===== src/rtl/count_checker_pkg.sv =====
// Shared types and constants for the count-stream checker tile.
package count_checker_pkg;

  localparam int CNT_W = 8;
  localparam int RUN_W = 4;

  // Bit positions inside the uo_out status word.
  localparam int UO_ERR_LSB   = 0;
  localparam int UO_STICKY    = 4;
  localparam int UO_LOCKED    = 5;
  localparam int UO_STATE_LSB = 6;

  localparam logic [7:0] UIO_OE_VAL = 8'hF0;

  // Encoding 2'b11 is deliberately left unused; the core recovers it to IDLE.
  typedef enum logic [1:0] {
    ST_IDLE   = 2'b00,
    ST_ACQ    = 2'b01,
    ST_LOCKED = 2'b10
  } state_t;

  // Increment that sticks at the all-ones value instead of wrapping.
  function automatic logic [RUN_W-1:0] sat_inc(input logic [RUN_W-1:0] v);
    return (v == {RUN_W{1'b1}}) ? v : v + RUN_W'(1);
  endfunction

endpackage


===== src/rtl/count_checker_core.sv =====
// Lock/loss FSM plus error, sample and run counters for the count checker.
module count_checker_core
  import count_checker_pkg::*;
#(
  parameter int LOCK_N = 4,
  parameter int LOSS_N = 2
) (
  input  logic             clk,
  input  logic             rst,
  input  logic             sample_en,
  input  logic [CNT_W-1:0] sample,
  input  logic             clear,
  output logic [RUN_W-1:0] err_cnt,
  output logic             err_sticky,
  output state_t           state,
  output logic [RUN_W-1:0] samp_cnt
);

  logic [CNT_W-1:0] expected;
  logic [RUN_W-1:0] good_run;
  logic [RUN_W-1:0] miss_run;

  logic             match;
  logic [RUN_W-1:0] good_inc;
  logic [RUN_W-1:0] miss_inc;
  logic [RUN_W-1:0] err_next;

  // Next-value helpers; a clear in the same cycle as an error restarts the count at one.
  always_comb begin
    match    = (sample == expected);
    good_inc = good_run + 4'd1;
    miss_inc = miss_run + 4'd1;
    err_next = clear ? 4'd1 : sat_inc(err_cnt);
  end

  // FSM and counters; clear only touches the error fields, never state or runs.
  always_ff @(posedge clk or posedge rst) begin
    if (rst) begin
      state      <= ST_IDLE;
      expected   <= 8'd0;
      good_run   <= 4'd0;
      miss_run   <= 4'd0;
      err_cnt    <= 4'd0;
      err_sticky <= 1'b0;
      samp_cnt   <= 4'd0;
    end else begin
      if (clear) begin
        err_cnt    <= 4'd0;
        err_sticky <= 1'b0;
      end
      if (sample_en) begin
        // Always resync to what was observed, so one glitch costs one error.
        expected <= sample + 8'd1;
        samp_cnt <= samp_cnt + 4'd1;
        case (state)
          ST_IDLE: begin
            state    <= ST_ACQ;
            good_run <= 4'd0;
          end
          ST_ACQ: begin
            if (match) begin
              good_run <= good_inc;
              if (good_inc == RUN_W'(LOCK_N)) begin
                state    <= ST_LOCKED;
                miss_run <= 4'd0;
              end
            end else begin
              good_run <= 4'd0;
            end
          end
          ST_LOCKED: begin
            if (match) begin
              miss_run <= 4'd0;
            end else begin
              err_cnt    <= err_next;
              err_sticky <= 1'b1;
              miss_run   <= miss_inc;
              if (miss_inc == RUN_W'(LOSS_N)) begin
                state    <= ST_ACQ;
                good_run <= 4'd0;
              end
            end
          end
          default: begin
            state <= ST_IDLE;
          end
        endcase
      end else if ((state != ST_IDLE) && (state != ST_ACQ) && (state != ST_LOCKED)) begin
        state <= ST_IDLE;
      end
    end
  end

endmodule


===== config.mk =====
export PLATFORM = sky130hd
export DESIGN_NAME = count_checker_core
export DESIGN_NICKNAME = d
export VERILOG_FILES = /design/src/rtl/count_checker_pkg.sv /design/src/rtl/count_checker_core.sv
export SDC_FILE = /design/constraint.sdc
export NUM_CORES = 1
export LEC_CHECK = 0
export BUFFER_PORTS_ARGS = -buffer_cell sky130_fd_sc_hd__buf_2
export CAP_MARGIN = 10
export CORE_UTILIZATION = 26
export CTS_BUF_LIST = sky130_fd_sc_hd__clkbuf_8
export DETAILED_ROUTE_END_ITERATION = 10
export GPL_TIMING_DRIVEN = 0
export SLEW_MARGIN = 20
export SYNTH_ARGS = -nofsm -noshare
export SYNTH_HDL_FRONTEND = slang
export SYNTH_SLANG_ARGS = --single-unit

===== constraint.sdc =====
create_clock -name clk -period 3.35 [get_ports clk]
set_input_delay 0.1675 -clock clk [delete_from_list [all_inputs] [get_ports clk]]
set_output_delay 0.1675 -clock clk [all_outputs]
set_load 0.005 [all_outputs]

==> flow_metrics.env <==
export IMPL_status="finished with violations"
export IMPL_violations="hold timing"
export IMPL_synth_edf_count=0
export IMPL_grt_pass1_vias=1259
export IMPL_wl_met2_mm=1.47
export IMPL_netlist_area_mm2=0.00163
export IMPL_io_buffers=21
export IMPL_grt_max_degree=28
export IMPL_area_delta_synth_final_pct=15.0
export IMPL_clk_pin_slew_ns=0.10
export IMPL_async_flop_share_pct=100
export IMPL_ys_warn_count=0
export IMPL_remaining_drc_errors=0
export IMPL_drv_cap=0
export IMPL_leakagePower_nw=0.841
export IMPL_cts_root_buf="clkbuf_8"
export IMPL_cts_tree="yes"
export IMPL_crit_fanout=6
export IMPL_start_kind="flop"
export IMPL_cp_arrival_ns=2.11
export IMPL_routed_top_layer="met4"
export IMPL_clock_skew_ns=0.00701
export IMPL_grt_pass1_wl_mm=6.04
export IMPL_postRouteWirelength_mm=3.29
export IMPL_syn_nets=187
export IMPL_ant_nets=0
export IMPL_cts_sinks=27
export IMPL_first_pass_iters=4
export IMPL_io_pins=23
export IMPL_die_w_um=81.1
export IMPL_antenna_found_initial=0
export IMPL_clock_path_buffers=2
export IMPL_worstMarginPinSlew_ns=0.599
export IMPL_worstSkewPairLatency_ns=0.27
export IMPL_maxSlewHeadroom_pct=60.0
export IMPL_timing_fmax_mhz=512
export IMPL_synth_cells=168
export IMPL_die_area_mm2=0.00658
export IMPL_hold_violations=27
export IMPL_power_density_mw_per_mm2=385
export IMPL_setup_tns_final_ns=0
export IMPL_ys_seq_area_share_pct=41.5
export IMPL_synth_seq_cells=27
export IMPL_drive_above_1_share_pct=19.7
export IMPL_initial_core_util_pct=27.2
export IMPL_ir_worst_vdd_mv=0.163
export IMPL_wl_per_cell_um=12.3
export IMPL_whs_ns=-0.0544
export IMPL_grt_use_total_pct=11.8
export IMPL_cts_buffers=3
export IMPL_setup_viol=0
export IMPL_layout_common_cells="dfrtp_1, buf_2, nand2_1, a21oi_1, xor2_1"
export IMPL_power_total_w=0.000721
export IMPL_drt_iter0_markers=104
export IMPL_place_ws_ns=1.43
export IMPL_hpwl_mm=2.40
export IMPL_finalMaxSlewViolations=0
export IMPL_post_cts_setup_buffers=0
export IMPL_nNetsFinal=213
export IMPL_postCtsHoldBufs=0
export IMPL_fin_crit_ns=1.95
export IMPL_overflow=0
export IMPL_final_common_cell="dfrtp_1"
export IMPL_cts_resized=0
export IMPL_critPathKind="reg -> reg"
export IMPL_avgViaCountPerCell=4.78
export IMPL_die_h_um=81.1
export IMPL_syn_area_per_cell_um2=9.68
export IMPL_vias=1282
export IMPL_setup_slack_ns=1.40
export IMPL_synth_cell_types=41
export IMPL_wl_met3_um=130
export IMPL_design_core_area_mm2=0.00599
export IMPL_synth_ff_type="dfrtp_1"
export IMPL_worst_setup_path_end_kind="flop"
export IMPL_cp_required_ns=3.50
export IMPL_place_congestion=0.759
export IMPL_n_antenna_cell=0
export IMPL_fin_crit_sh_pct=58.3
export IMPL_min_path_type="in -> async"
export IMPL_wl_met1_mm=1.65
export IMPL_htreeDepth=1
export IMPL_rsz0062_at_grt="no"
export IMPL_num_rows=28
[layout make-up]
cell class	instances	area (µm²)
Timing Repair Buffer	21	105
Fill cell	621	4120
Buffer	3	26.3
Clock buffer	3	41.3
Sequential cell	27	676
Multi-Input combinational cell	131	898
Clock inverter	1	3.75
Tap cell	75	93.8
Inverter	7	26.3
[per-stage QoR]
stage,area (µm²),util [%],instances
floorplan,1630,-,168
global placement,1830,30.5,264
detailed placement,1830,30.5,264
CTS,1870,31.2,268
global route,1870,31.2,268
finish,1870,31.2,268
[state kept, by name, indices dropped and copies added (netlist names)]
register	flops
expected	8
err_cnt	4
good_run	4
miss_run	4
samp_cnt	4
state	2
err_sticky	1
[report_power, final]
| part | total, W | switching (W) | internal, W |
|---|---|---|---|
| Combinational | 0.000141 | 0.0000711 | 0.0000703 |
| Sequential | 0.000394 | 0.0000321 | 0.000362 |
| Clock | 0.000185 | 0.000103 | 0.0000823 |
| Total | 0.000721 | 0.000206 | 0.000515 |
[worst max-delay path, stage by stage (launching register included)]
cell and delay (ns):
dfrtp_1 0.47, ha_1 0.27, and2_1 0.15, a21oi_1 0.06, o32ai_1 0.46, and4_1 0.32
o22ai_1 0.10
[cell families (layout without fill, tap and decap cells)]
group,after synthesis,count (layout),synth area share (%)
muxes,4,4,2.62
buffers and inverters,10,35,3.23
xor gates and xnor gates,17,17,9.62
AOI/OAI and AO/OA,39,39,14.5
adders and majority gates,7,7,5.38
and+or+nand+nor,64,64,23.1
DFF,27,27,41.5
[cells in the mapped netlist (2+ instances only)]
cell      instances  area [µm²]
a211oi_1          2        15.0
a21oi_1          13        65.1
a31oi_1           2        12.5
and2_1            3        18.8
and3_1            2        12.5
buf_6             2        22.5
dfrtp_1          27         676
ha_1              7        87.6
inv_1             7        26.3
mux2_2            2        22.5
mux2i_1           2        20.0
nand2_1          20        75.1
nand2b_1          4        25.0
nand3_1          11        55.1
nand4_1           2        12.5
nor2_1            9        33.8
nor3_1            2        10.0
nor4_4            3        63.8
o21ai_0           8        40.0
o21ai_1           2        10.0
o22ai_1           4        25.0
xnor2_1           4        35.0
xor2_1           12         105
[routing by layer]
metal / up-vias / track usage (%)
met4: 0 / 4.29
met3: 4 / 2.02
met5: - / 0
met2: 23 / 18.1
met1: 606 / 16.4
li1: 649 / -
[worst paths after layout]
kind / from / end / slack [ns] / cells past startpoint
max reg2reg: miss_run[0] / good_run[1] / 1.40 / 6
max in group asynchronous: rst / samp_cnt[1] / 3.01 / 2
min in group clk: clear / err_cnt[1] / 0.11 / 2
min reg2reg: samp_cnt[3] / samp_cnt[3] / 0.48 / 1
min: rst / err_cnt[3] / -0.05 / 2
max: miss_run[0] / good_run[1] / 1.40 / 6
No activity file was read; power rests on OpenSTA's default activity.
